## src/rtl/sap_core.sv

```systemverilog
// sap_core: small accumulator CPU with a FETCH / EXEC / HALT control loop.
// Optional zero flag and JZ instruction are enabled by defining SAP_CORE_ZERO_FLAG_EN.
module sap_core #(
   parameter int unsigned WIDTH      = 8,
   parameter int unsigned ADDR_WIDTH = WIDTH - 4
) (
   input  logic                  clk,
   input  logic                  rstn,
   output logic [ADDR_WIDTH-1:0] mem_addr,
   output logic                  mem_rd,
   output logic                  mem_wr,
   output logic [WIDTH-1:0]      mem_wdata,
   input  logic [WIDTH-1:0]      mem_rdata,
   input  logic                  mem_ack,
   output logic [WIDTH-1:0]      out_data,
   output logic                  out_valid,
   input  logic                  out_ready,
   output logic                  halted,
   output logic                  err
);

   typedef enum logic [1:0] {StFetch, StExec, StHalt} state_e;

   localparam logic [3:0] OpNop = 4'h0;
   localparam logic [3:0] OpLda = 4'h1;
   localparam logic [3:0] OpAdd = 4'h2;
   localparam logic [3:0] OpSub = 4'h3;
   localparam logic [3:0] OpSta = 4'h4;
   localparam logic [3:0] OpOut = 4'h5;
   localparam logic [3:0] OpJmp = 4'h6;
   localparam logic [3:0] OpLdi = 4'h7;
   localparam logic [3:0] OpJc  = 4'h8;
   localparam logic [3:0] OpJnc = 4'h9;
`ifdef SAP_CORE_ZERO_FLAG_EN
   localparam logic [3:0] OpJz  = 4'hA;
`endif
   localparam logic [3:0] OpHlt = 4'hF;

   state_e                state_q, state_d;
   logic [ADDR_WIDTH-1:0] pc_q, pc_d;
   logic [WIDTH-1:0]      a_q, a_d;
   logic [WIDTH-1:0]      b_q, b_d;
   logic [WIDTH-1:0]      ir_q, ir_d;
   logic                  carry_q, carry_d;
   logic                  err_q, err_d;
`ifdef SAP_CORE_ZERO_FLAG_EN
   logic                  z_q, z_d;
`endif

   logic [3:0]            opcode;
   logic [ADDR_WIDTH-1:0] operand;
   logic                  is_read;
   logic                  illegal;
   logic [WIDTH-1:0]      m_val;
   logic [WIDTH:0]        sum;

   assign opcode  = ir_q[WIDTH-1 -: 4];
   assign operand = ir_q[ADDR_WIDTH-1:0];
   // B holds the last memory operand; on the ack cycle the ALU takes the fresh data directly.
   assign m_val   = (state_q == StExec && mem_ack) ? mem_rdata : b_q;
   assign sum     = {1'b0, a_q} + {1'b0, m_val};

   // Instruction class decode.
   always_comb begin
      is_read = 1'b0;
      illegal = 1'b0;
      unique case (opcode)
         OpLda, OpAdd, OpSub: is_read = 1'b1;
         OpNop, OpSta, OpOut, OpJmp, OpLdi, OpJc, OpJnc, OpHlt: ;
`ifdef SAP_CORE_ZERO_FLAG_EN
         OpJz: ;
`endif
         default: illegal = 1'b1;
      endcase
   end

   // State register; synchronous reset returns to FETCH from anywhere, HALT included.
   always_ff @(posedge clk) begin
      if (!rstn) state_q <= StFetch;
      else       state_q <= state_d;
   end

   // Next-state logic; requests hold their state until ack/ready.
   always_comb begin
      state_d = state_q;
      unique case (state_q)
         StFetch: if (mem_ack) state_d = StExec;
         StExec: begin
            if (illegal || opcode == OpHlt) begin
               state_d = StHalt;
            end else if (is_read || opcode == OpSta) begin
               if (mem_ack) state_d = StFetch;
            end else if (opcode == OpOut) begin
               if (out_ready) state_d = StFetch;
            end else begin
               state_d = StFetch;
            end
         end
         default: state_d = StHalt;
      endcase
   end

   // Outputs; requests are masked while rstn is low so an aborted request cannot complete.
   always_comb begin
      mem_rd    = 1'b0;
      mem_wr    = 1'b0;
      out_valid = 1'b0;
      mem_addr  = operand;
      unique case (state_q)
         StFetch: begin
            mem_rd   = rstn;
            mem_addr = pc_q;
         end
         StExec: begin
            mem_rd    = rstn & is_read;
            mem_wr    = rstn & (opcode == OpSta);
            out_valid = rstn & (opcode == OpOut);
         end
         default: ;
      endcase
   end

   assign mem_wdata = a_q;
   assign out_data  = a_q;
   assign halted    = (state_q == StHalt);
   assign err       = err_q;

   // Datapath next-state: register updates happen only on the completing cycle.
   always_comb begin
      pc_d    = pc_q;
      a_d     = a_q;
      b_d     = b_q;
      ir_d    = ir_q;
      carry_d = carry_q;
      err_d   = err_q;
      unique case (state_q)
         StFetch: begin
            if (mem_ack) begin
               ir_d = mem_rdata;
               pc_d = pc_q + ADDR_WIDTH'(1);
            end
         end
         StExec: begin
            unique case (opcode)
               OpLda: if (mem_ack) begin
                  b_d = mem_rdata;
                  a_d = m_val;
               end
               OpAdd: if (mem_ack) begin
                  b_d     = mem_rdata;
                  a_d     = sum[WIDTH-1:0];
                  carry_d = sum[WIDTH];
               end
               OpSub: if (mem_ack) begin
                  b_d     = mem_rdata;
                  a_d     = a_q - m_val;
                  carry_d = (a_q >= m_val);
               end
               OpLdi: a_d = WIDTH'(operand);
               OpJmp: pc_d = operand;
               OpJc:  if (carry_q)  pc_d = operand;
               OpJnc: if (!carry_q) pc_d = operand;
`ifdef SAP_CORE_ZERO_FLAG_EN
               OpJz:  if (z_q) pc_d = operand;
`endif
               OpNop, OpSta, OpOut, OpHlt: ;
               default: err_d = 1'b1;
            endcase
         end
         default: ;
      endcase
   end

`ifdef SAP_CORE_ZERO_FLAG_EN
   // Zero flag follows every instruction that writes A.
   always_comb begin
      z_d = z_q;
      if (state_q == StExec && ((is_read && mem_ack) || opcode == OpLdi)) z_d = (a_d == '0);
   end

   // Zero flag register.
   always_ff @(posedge clk) begin
      if (!rstn) z_q <= 1'b0;
      else       z_q <= z_d;
   end
`endif

   // Datapath registers.
   always_ff @(posedge clk) begin
      if (!rstn) begin
         pc_q    <= '0;
         a_q     <= '0;
         b_q     <= '0;
         ir_q    <= '0;
         carry_q <= 1'b0;
         err_q   <= 1'b0;
      end else begin
         pc_q    <= pc_d;
         a_q     <= a_d;
         b_q     <= b_d;
         ir_q    <= ir_d;
         carry_q <= carry_d;
         err_q   <= err_d;
      end
   end

endmodule
```

## config.mk

```make
export PLATFORM = sky130hd
export DESIGN_NAME = sap_core
export DESIGN_NICKNAME = d
export VERILOG_FILES = /design/src/rtl/sap_core.sv
export SDC_FILE = /design/constraint.sdc
export NUM_CORES = 1
export LEC_CHECK = 0
export BUFFER_PORTS_ARGS = -buffer_cell sky130_fd_sc_hd__buf_2
export CORE_ASPECT_RATIO = 0.75
export CORE_MARGIN = 2
export CORE_UTILIZATION = 45
export DETAILED_ROUTE_END_ITERATION = 16
export PLACE_DENSITY = 0.65
export SYNTH_ARGS = -nofsm -noshare
export SYNTH_HDL_FRONTEND = slang
export SYNTH_SLANG_ARGS = --single-unit
```

## constraint.sdc

```tcl
create_clock -name clk -period 2.8 [get_ports clk]
set_clock_uncertainty 0.05 [all_clocks]
set_input_delay 0.14 -clock clk [delete_from_list [all_inputs] [get_ports clk]]
set_output_delay 0.14 -clock clk [all_outputs]
set_load 0.01 [all_outputs]
```

Yosys cells after proc, flatten, opt, wreduce, memory -nomap -nowiden
Cells that the tools add are included.
{"block": "classes", "add_sub_neg": 3, "muxes": 26, "n_shift": 0, "div_mod_pow": 0, "n_bitwise": 4, "n_mul": 0, "order_cmp": 1, "reduce_logical": 17, "eq_ne": 21}
{"op": "$mux 8", "n": 4}
{"op": "$pmux 8 s4", "n": 1}
{"op": "$eq 4x3->1 const B", "n": 4}
{"op": "$mux 4", "n": 4}
{"op": "$eq 4x4->1 const B", "n": 3}
{"op": "$mux 2", "n": 6}
{"op": "$pmux 4 s3", "n": 1}
{"op": "$reduce_or 11->1", "n": 1}
{"op": "$reduce_and 5->1", "n": 2}
{"op": "$add 8x8->9", "n": 1}
{"op": "$eq 4x2->1 const B", "n": 2}
{"op": "$ge 8x8->1", "n": 1}
{"op": "$ne 2x2->1 const B", "n": 4}
{"op": "$pmux 4 s2", "n": 1}
{"op": "$sub 8x8->8", "n": 1}
{"op": "$mux 1", "n": 6}
{"op": "$ne 3x3->1 const B", "n": 2}
{"op": "$reduce_and 3->1", "n": 2}
{"op": "$ne 5x5->1 const B", "n": 1}
{"op": "$add 4x1->4 const B", "n": 1}
{"op": "$eq 4x1->1 const B", "n": 1}
{"op": "$logic_not 4->1", "n": 1}
{"op": "$ne 4x1->1 const B", "n": 1}
{"op": "$ne 4x4->1 const B", "n": 1}
{"op": "14 further kinds", "n": 20}
{"block": "totals", "output_inout_bits": 25, "ramBits": 0, "ff_bits": 32, "in_bits": 12, "elab_cells": 79, "mem_bits_ro": 0, "mem_count": 0, "latch_bits": 0}

Depth between registers and ports, before layout
Gate-level depths: netlist (run 1).
{"block": "logic_depth", "word_depth": 7, "ltp_mapped": 13, "ltp_nobuf": 12}

Worst setup path before layout (run 1)
Ideal clock, no wire load.
{"block": "synth_path", "kind": "register to register", "from": "register state_q[1]", "to": "register carry_q", "stages_incl_launch_ff": 13, "t_arrival_ps": 2871, "setup_time_ps": 60, "required_ps": 2690, "period_less_slack_ps": 2982, "slack_ps": -182, "path_buffers": 1, "path_cell_list": "dfxtp_1 > and2b_1 > nand2_2 > buf_6 > mux2_1 > ha_1 > fa_1 > o21bai_1 > a21oi_1 > o31ai_1 > o221ai_1 > a211oi_1 > a32o_1"}
{"block": "synth_between", "elab_chain_len": 6, "elab_cells_between_ends": 9, "cone_classes": "1 x add/sub; 1 x order compare; 1 x eq/ne; 4 x mux; 2 x reduce/logical"}
{"item": "start, declared", "line_no": "39", "source": "state_e state_q, state_d;"}
{"item": "start signal, assigned", "line_no": "79", "source": "if (!rstn) state_q <= StFetch;"}
{"item": "start signal, assigned", "line_no": "80", "source": "else state_q <= state_d;"}
{"item": "$eq 2x1->1 (*)", "line_no": "60, 136"}
{"item": "$logic_and 1x1->1", "line_no": "60", "source": "assign m_val = (state_q == StExec && mem_ack) ? mem_rdata : b_q;"}
{"item": "$mux 8", "line_no": "60"}
{"item": "$add 8x8->9 / $ge 8x8->1 (equally long branches)", "line_no": "61, 157"}
{"item": "$mux 1 (on tied branches)", "line_no": "149, 154"}
{"item": "$pmux 1 s2", "line_no": "144", "source": "unique case (opcode)"}
{"item": "end signal, assigned", "line_no": "202", "source": "carry_q <= carry_d;"}
{"item": "end, declared", "line_no": "44", "source": "logic carry_q, carry_d;"}
Every way passes the cells marked *; elsewhere a longest branch is shown, timed or not. The select of a mux whose other input is x is not followed.
A chain may end at the register's enable or synchronous reset.

Worst setup path in the final report (run 1)
Ends and elaborated chain as after synthesis.

==> impl_metrics.json, run 1 <==
{
  "gr-total-overflow": 0,
  "syn_avg_cell_area_um2": 7.92,
  "dieArea_um2": 6180,
  "antenna_found_initial": 0,
  "cp.depth": 11,
  "die_y_um": 68.6,
  "r2r-end": "carry_q",
  "diodes": 0,
  "ys_types": 60,
  "max_stage_delay_ns": 0.36,
  "numCtsBuffers": 5,
  "ys_seq_elements": 32,
  "gp_congestion": 0.997,
  "arrival_ns": 2.90,
  "drt_pass1_iterations": 5,
  "crit_path_start": "state_q[1]",
  "fillCellCount": 550,
  "start_kind": "flop",
  "start_util": 0.468,
  "dp_hpwl_mm": 4.96,
  "nets": 381,
  "io_buffers": 36,
  "io_pins": 37,
  "clock_latency_ns": 0.28,
  "ant_nets": 0,
  "cp_max_fo": 7,
  "peakVddDrop_mv": 0.226,
  "cellLeakagePower_nw": 1.19,
  "cts_buffer_depth": 2,
  "critPathTopFamily": "compound AO/OA/AOI/OAI gates",
  "register_area_um2": 642,
  "grt_pass1_vias": 2108,
  "route.detailed.drc": 0,
  "multi_input_area_um2": 1700,
  "synth_nets": 348,
  "period_needed_ns": 2.73,
  "worstPathRequired_ns": 2.98,
  "drtIter0Drc": 173,
  "r2r_slack_ns": 0.07,
  "report.final.slew_viol_count": 0,
  "via_count": 2396,
  "clk_pin_slew_ns": 0.07,
  "synth_edf_count": 0,
  "reg2reg_from": "state_q[1]",
  "syn2layout_area_growth_pct": 15.1,
  "clock-sinks": 32,
  "fmax_ghz": 0.367,
  "min_path_type": "input port to flop",
  "path_class": "flop to flop",
  "wl_per_cell_um": 15.5,
  "drive_gt1_frac": 0.266,
  "synth-seq-area-share": 0.256,
  "pwr_density_cell_nw_per_um2": 389,
  "cts_tree": "built",
  "reg2reg_depth": 11,
  "outcome": "finished, final reports clean",
  "async_flop_share": 0,
  "finalSetupViolCount": 0,
  "power_mw": 1.12,
  "htree_levels": 2,
  "cap_violations": 0,
  "crit_slowest_cell": "fa_2",
  "die_w_um": 90.1,
  "layoutNonFillerInstCount": 425,
  "finalWirelength_mm": 6.60,
  "grt_max_degree": 29,
  "synth-main-ff-cell": "dfxtp_1",
  "hold_viol": 0,
  "max_slew_margin": 0.591,
  "viasPerCell": 5.64,
  "fp-row-count": 23,
  "yosysWarnings": 0,
  "dp_cells": 416,
  "cts-root-buf": "clkbuf_8",
  "synthCells": 316,
  "min_period_over_period": 0.973,
  "syn_area_um2": 2500,
  "crit_buf_inv": 0,
  "crit_path_cell_trace": "and2b_1, nand2_4, mux2_4, ha_2, fa_2, o21bai_1, a21oi_2, o31ai_2, o221ai_1, a211oi_1, a32o_1",
  "cp-end-kind": "flop",
  "worst_pin_slew_ns": 0.612,
  "crit_end": "carry_q",
  "grt_setup_unrepaired": "true",
  "grt_pass1_wl_mm": 10.6,
  "grt_usage": 0.218,
  "core_area_um2": 5350
}
[power by group]
group	switching (mW)	internal, mW
clock	0.175	0.196
combinational	0.146	0.108
sequential	0.0239	0.471
[cells by family after synthesis]
family / count (synthesis) / synth area share
AND/OR/NAND/NOR: 97 / 0.191
multiplexers: 23 / 0.0985
flip-flops: 32 / 0.256
AO/OA/AOI/OAI: 96 / 0.246
XOR/XNOR: 5 / 0.0175
buffers and inverters: 43 / 0.0855
adder cells (fa/ha/maj): 20 / 0.106
[worst register-to-register path, delay by kind of cell (launching register included)]
kind	cells	cell delay [ns]
compound gates	6	1.09
flops	1	0.32
fa+ha+maj	2	0.55
simple gates	2	0.32
mux	1	0.33
[cells in the mapped netlist (2+ instances only)]
library cell,count,share of area
nand2_1,37,0.055
a31oi_1,9,0.022
nor2_2,2,0.0050
dfxtp_1,32,0.26
o211ai_1,4,0.012
nor2b_1,2,0.0050
nor3_1,6,0.012
mux2i_1,12,0.048
nor2_1,25,0.038
nand2_2,2,0.0050
buf_1,2,0.0030
nand3_1,4,0.0080
and2_1,3,0.0075
a311oi_1,2,0.0070
o22ai_1,2,0.0050
a22oi_1,3,0.0090
mux2_2,9,0.041
and3_1,2,0.0050
inv_2,3,0.0045
buf_2,6,0.012
inv_1,17,0.025
buf_4,8,0.024
o221ai_1,3,0.011
o21ai_1,8,0.016
o31ai_1,2,0.0060
fa_1,2,0.016
a211oi_1,7,0.021
ha_1,18,0.090
nand2b_1,2,0.0050
a21o_1,3,0.0090
clkbuf_1,4,0.0060
buf_6,2,0.0090
o21bai_1,3,0.0090
a21oi_1,29,0.058
o21ai_0,12,0.024
xnor2_1,5,0.017
[area by class of cell]
type                    instances  area share
clock buffers                   6      0.0287
clock inverters                 2     0.00348
inverters                      21      0.0274
multi-input cells             241       0.591
flip-flops and latches         32       0.223
well taps                      75      0.0326
repair buffers                 48      0.0938
[what timing repair did]
action | 4_1_cts | 5_1_grt
setup endpoints to repair | 0 | 5
endpoints found under the hold margin | 0 | 0
buffers inserted | 0 | 1
resized for setup | 0 | 8
hold buffers | 0 | 0
[layout by cell type, fill, tap and decap left out, types with 6 or more instances in the layout]
cell type / n
o21ai_1: 8
o21ai_0: 12
clkbuf_8: 6
a21oi_1: 28
nor3_1: 6
mux2_2: 9
nor2_1: 25
buf_4: 12
buf_2: 36
a211oi_1: 7
dfxtp_1: 31
a31oi_1: 9
nand2_1: 37
mux2i_1: 11
ha_1: 15
inv_1: 17
[per-layer routing]
metal | routed length [um] | vias up | global-route usage
met5 | 0 | - | 0
met4 | 72 | 0 | 0.0596
met3 | 379 | 8 | 0.0337
met2 | 2640 | 94 | 0.324
met1 | 3500 | 1109 | 0.329
li1 | - | 1185 | -
[worst min-delay path by stage]
stage | endpoint | slack [ns] | cells past startpoint | startpoint
floorplan | ir_q[0] | 0.23 | 2 | mem_rdata[0]
global placement | ir_q[0] | 0.36 | 3 | mem_rdata[0]
detailed placement | ir_q[5] | 0.36 | 3 | mem_rdata[5]
finish | ir_q[5] | 0.07 | 3 | mem_rdata[5]
CTS | ir_q[5] | 0.06 | 3 | mem_rdata[5]
global route | ir_q[3] | 0.07 | 3 | mem_rdata[3]
[per-stage QoR]
step / worst slack, ns / TNS (ns) / cell area (um^2) / utilization / hold slack [ns]
after floorplan: 0.000774 / 0 / 2520 / - / 0.226
after global placement: 0.113 / 0 / 2740 / 0.512 / 0.361
after detailed placement: 0.0714 / 0 / 2740 / 0.512 / 0.363
after CTS: 0.0478 / 0 / 2840 / 0.530 / 0.0564
after global routing: -0.0742 / -0.0947 / 2880 / 0.538 / 0.0677
final: 0.0745 / 0 / 2880 / 0.538 / 0.0668
[registers in the layout, summed over array words and instances, names as in the netlist]
name and flops:
b_q 8, ir_q 8, mem_wdata 8, pc_q 4, state_q 2, carry_q 1
err 1
No activity file was read; power rests on OpenSTA's default activity.
==> inputs of run 2 (changes only) <==
- CELL_PAD_IN_SITES_DETAIL_PLACEMENT: not set -> 0
- CELL_PAD_IN_SITES_GLOBAL_PLACEMENT: not set -> 1
- CORE_UTILIZATION: 45 -> 38
- HOLD_SLACK_MARGIN: not set -> 0.08
- PLACE_DENSITY: 0.65 -> 0.73
==> impl_metrics.json, run 2 (synthesized netlist as in run 1, its figures left out) <==
{
  "outcome": "finished, final reports clean",
  "cts_tree": "built",
  "post_dp_cell_area_um2": 2750,
  "grt_pass1_vias": 2237,
  "multi_input_area_um2": 1690,
  "fp-row-count": 25,
  "core_area_um2": 6350,
  "hold_viol": 0,
  "gp_congestion": 0.877,
  "die_y_um": 74.3,
  "whs_path_depth": 3,
  "path_class": "flop to flop",
  "nets": 392,
  "numCtsBuffers": 5,
  "gr-total-overflow": 0,
  "pwr_density_cell_nw_per_um2": 421,
  "drtIter0Drc": 141,
  "setup-tns-final_ns": 0,
  "max_stage_delay_ns": 0.34,
  "r2r_slack_ns": 0.11,
  "period_needed_ns": 2.69,
  "wl_per_cell_um": 16.0,
  "cellLeakagePower_nw": 1.26,
  "clock_latency_ns": 0.29,
  "stdcell_area_um2": 3020,
  "critPathTopFamily": "compound AO/OA/AOI/OAI gates",
  "mostFrequentLayoutCell": "nand2_1",
  "finalWirelength_mm": 7.06,
  "cp_max_fo": 6,
  "io_pins": 37,
  "fmax_ghz": 0.372,
  "io_buffers": 36,
  "htree_levels": 2,
  "cap_violations": 0,
  "syn2layout_area_growth_pct": 20.5,
  "dieArea_um2": 7260,
  "cp-end-kind": "flop",
  "via_count": 2427,
  "max_slew_margin": 0.601,
  "min_path_type": "input port to flop",
  "crit_slowest_cell": "mux2_4",
  "postLayoutCoreUtil": 0.475,
  "route.detailed.drc": 0,
  "arrival_ns": 2.82,
  "drt_pass1_iterations": 4,
  "worstPathRequired_ns": 2.93,
  "cts-root-buf": "clkbuf_8",
  "crit_path_cell_trace": "and2b_2, nand2_4, mux2_4, ha_1, inv_1, fa_1, nor2b_1, o211ai_1, a31oi_1, a211oi_1, o21ai_0, a32o_1",
  "start_util": 0.394,
  "min_period_over_period": 0.960,
  "dp_hpwl_mm": 5.28,
  "grt_usage": 0.201,
  "peakVddDrop_mv": 0.249,
  "finalSetupViolCount": 0,
  "diodes": 0,
  "ant_nets": 0,
  "cts_buffer_depth": 2,
  "layout_common_cells": "nand2_1, buf_2, dfxtp_1",
  "viasPerCell": 5.49,
  "clock-sinks": 32,
  "reg2reg_depth": 12,
  "report.final.slew_viol_count": 0,
  "worst_pin_slew_ns": 0.598,
  "clk_pin_slew_ns": 0.07,
  "crit_buf_inv": 1,
  "die_w_um": 97.7,
  "fillCellCount": 656,
  "grt_pass1_wl_mm": 11.6,
  "cp.depth": 12,
  "grt_max_degree": 29,
  "drive_gt1_frac": 0.263,
  "start_kind": "flop",
  "register_area_um2": 642,
  "antenna_found_initial": 0
}
[run 2: layout make-up]
cell class	instances	share of cell area
tap	81	0.0336
sequential	32	0.213
inverter	21	0.0261
clock inverter	1	0.00996
timing repair buffer	59	0.125
multi-input combinational	241	0.561
clock buffer	7	0.0320
[run 2: worst register-to-register path: cells and delay by family, from the launching register on]
family,cells,cell delay (ns)
simple gates,3,0.42
flops,1,0.32
mux,1,0.34
fa+ha+maj,2,0.43
compound gates,5,0.94
buf+inv,1,0.08
[run 2: per-stage QoR]
stage | hold WS, ns | std cells | total power, mW | worst slack (ns)
after floorplan | 0.226 | 316 | 0.677 | 0.000774
after global placement | 0.362 | 422 | 0.754 | 0.0276
after detailed placement | 0.369 | 422 | 0.754 | 0.0376
after CTS | 0.155 | 438 | 1.27 | 0.00104
after global routing | 0.180 | 442 | 1.33 | -0.0114
final | 0.161 | 442 | 1.27 | 0.113
[run 2: final timing paths]
kind | start | to
worst min-delay path | rstn | mem_wdata[1]
worst max register to register | state_q[1] | carry_q
worst max-delay path | state_q[1] | carry_q
worst min register to register | err | err
[run 2: where the power goes]
| group | internal (mW) | switching (mW) |
|---|---|---|
| registers | 0.471 | 0.0236 |
| logic | 0.124 | 0.151 |
| clock network | 0.314 | 0.187 |
| total | 0.909 | 0.362 |
[run 2: what timing repair did]
action                                  4_1_cts  5_1_grt
endpoints found under the setup margin        0        4
endpoints found under the hold margin        12        0
hold buffers                                  8        0
setup buffers                                 0        4
gates resized for setup                       0        8
[run 2: metal layers]
metal / track usage / part of all wire / vias to the layer above / wire length [um]
met1: 0.308 / 0.52 / 1139 / 3670
met4: 0.0463 / 0.0081 / 0 / 57
met2: 0.297 / 0.40 / 73 / 2840
li1: - / - / 1208 / -
met5: 0 / 0 / - / 0
met3: 0.0329 / 0.070 / 7 / 497
==> inputs of run 3 (changes only) <==
- PLACE_DENSITY: 0.73 -> not set
- PLACE_DENSITY_LB_ADDON: not set -> 0.1
==> impl_metrics.json, run 3 (synthesized netlist as in run 1, its figures left out) <==
{
  "antenna_found_initial": 0,
  "worstPathRequired_ns": 2.91,
  "critPathTopFamily": "simple AND/OR/NAND/NOR gates",
  "reg2reg_from": "state_q[1]",
  "path_class": "flop to flop",
  "cp_max_fo": 4,
  "cts-root-buf": "clkbuf_8",
  "p_seq_frac": 0.427,
  "dieArea_um2": 7260,
  "pwr_density_cell_nw_per_um2": 379,
  "finalSetupViolCount": 0,
  "cp_common_cell": "nor3_1",
  "io_pins": 37,
  "r2r_slack_ns": 0.17,
  "nets": 392,
  "diodes": 0,
  "power_frac_comb": 0.239,
  "clock_latency_ns": 0.29,
  "gp_congestion": 0.824,
  "via_count": 2325,
  "cellLeakagePower_nw": 1.25,
  "gr-total-overflow": 0,
  "die_y_um": 74.3,
  "wl_per_cell_um": 16.0,
  "intPower_mw": 0.791,
  "io_buffers": 36,
  "core_area_um2": 6350,
  "worst_pin_slew_ns": 0.622,
  "cp-end-kind": "flop",
  "mostFrequentLayoutCell": "nand2_1",
  "start_util": 0.394,
  "fillCellCount": 658,
  "reg2reg_depth": 11,
  "min-delay-start": "rstn",
  "numCtsBuffers": 5,
  "grt_max_degree": 29,
  "min_path_type": "input port to flop",
  "arrival_ns": 2.74,
  "holdPathEnd": "mem_wdata[1]",
  "switching_share": 0.318,
  "fp-row-count": 25,
  "whs_path_depth": 3,
  "crit_path_start": "state_q[1]",
  "period_needed_ns": 2.63,
  "p_switching_mw": 0.368,
  "cts_buffer_depth": 2,
  "report.final.slew_viol_count": 0,
  "outcome": "finished, final reports clean",
  "drt_pass1_iterations": 4,
  "clock-sinks": 32,
  "clk_pin_slew_ns": 0.08,
  "die_w_um": 97.7,
  "crit_slowest_cell": "mux2_2",
  "fmax_ghz": 0.380,
  "peakVddDrop_mv": 0.205,
  "hold_viol": 0,
  "max_stage_delay_ns": 0.34,
  "viasPerCell": 5.26,
  "setup-tns-final_ns": 0,
  "ant_nets": 0,
  "grt_pass1_vias": 2238,
  "max_slew_margin": 0.585,
  "layout_common_cells": "nand2_1, buf_2, dfxtp_1",
  "htree_levels": 2,
  "postLayoutCoreUtil": 0.482,
  "start_kind": "flop",
  "finalWirelength_mm": 7.05,
  "grt_usage": 0.205,
  "syn2layout_area_growth_pct": 22.2,
  "r2r-end": "mem_wdata[3]",
  "route.detailed.drc": 0,
  "dp_hpwl_mm": 5.40,
  "grt_pass1_wl_mm": 11.6,
  "drive_gt1_frac": 0.285,
  "grt_setup_unrepaired": "false",
  "clockPowerShare": 0.335,
  "crit_buf_inv": 1,
  "cap_violations": 0,
  "min_period_over_period": 0.939,
  "cts_tree": "built",
  "drtIter0Drc": 98,
  "crit_path_cell_trace": "and2b_1, nand2_2, buf_4, mux2_2, ha_1, a21o_1, a211oi_1, nor3_1, nor3_1, a31o_1, a21oi_2"
}
==> run 3: worst reg2reg max path, stage by stage, from the launching register on <==
cell and delay, ns:
dfxtp_2 0.33, and2b_1 0.19, nand2_2 0.14, buf_4 0.14, mux2_2 0.34, ha_1 0.30, a21o_1 0.16, a211oi_1 0.24
nor3_1 0.09, nor3_1 0.28, a31o_1 0.20, a21oi_2 0.05
==> run 3: layout make-up <==
class | instances | area (um^2) | area share
flip-flops and latches | 32 | 642 | 0.210
clock buffers | 6 | 82.6 | 0.0270
inverters | 21 | 78.8 | 0.0258
repair buffers | 59 | 385 | 0.126
clock inverters | 2 | 10.0 | 0.00327
well taps | 81 | 101 | 0.0331
multi-input cells | 241 | 1760 | 0.575
==> run 3: how the worst max path moves through the flow <==
stage	to	slack [ns]	depth (start not counted)
after floorplan	carry_q	0.0008	12
after global placement	mem_wdata[7]	0.04	11
after detailed placement	carry_q	0.03	11
after CTS	carry_q	0.01	11
after global routing	mem_wdata[7]	0.003	12
final	mem_wdata[3]	0.17	11
==> run 3: timing repair <==
item / CTS / global route
setup endpoints to repair: 0 / 5
endpoints found under the hold margin: 11 / 0
hold buffers: 8 / 0
resized for setup: 0 / 18
buffers inserted: 0 / 1
==> run 3: power by group through the flow <==
stage	clock, mW	sequential [mW]	combinational (mW)
floorplan	0	0.494	0.183
finish	0.388	0.495	0.276
detailed placement	0	0.505	0.251
global placement	0	0.505	0.252
CTS	0.395	0.495	0.260
global route	0.420	0.499	0.306
==> run 3: stage by stage <==
stage | instance area [um^2] | worst slack [ns] | std cells | power [mW] | hold slack (ns)
4_1_cts | 2960 | 0.0131 | 441 | 1.15 | 0.156
5_1_grt | 3060 | 0.00254 | 442 | 1.23 | 0.172
3_5_place_dp | 2790 | 0.0292 | 425 | 0.756 | 0.366
2_1_floorplan | 2520 | 0.000774 | 316 | 0.677 | 0.226
3_3_place_gp | 2790 | 0.0383 | 425 | 0.757 | 0.364
6_report | 3060 | 0.170 | 442 | 1.16 | 0.168
==> run 3: metal layers <==
| layer | share of wire | vias to the layer above | global-route usage | wire length (um) |
|---|---|---|---|---|
| met5 | 0 | - | 0 | 0 |
| met4 | 0.0030 | 0 | 0.0417 | 21 |
| met3 | 0.049 | 2 | 0.0376 | 347 |
| met2 | 0.40 | 45 | 0.308 | 2840 |
| met1 | 0.54 | 1067 | 0.308 | 3840 |
| li1 | - | 1211 | - | - |
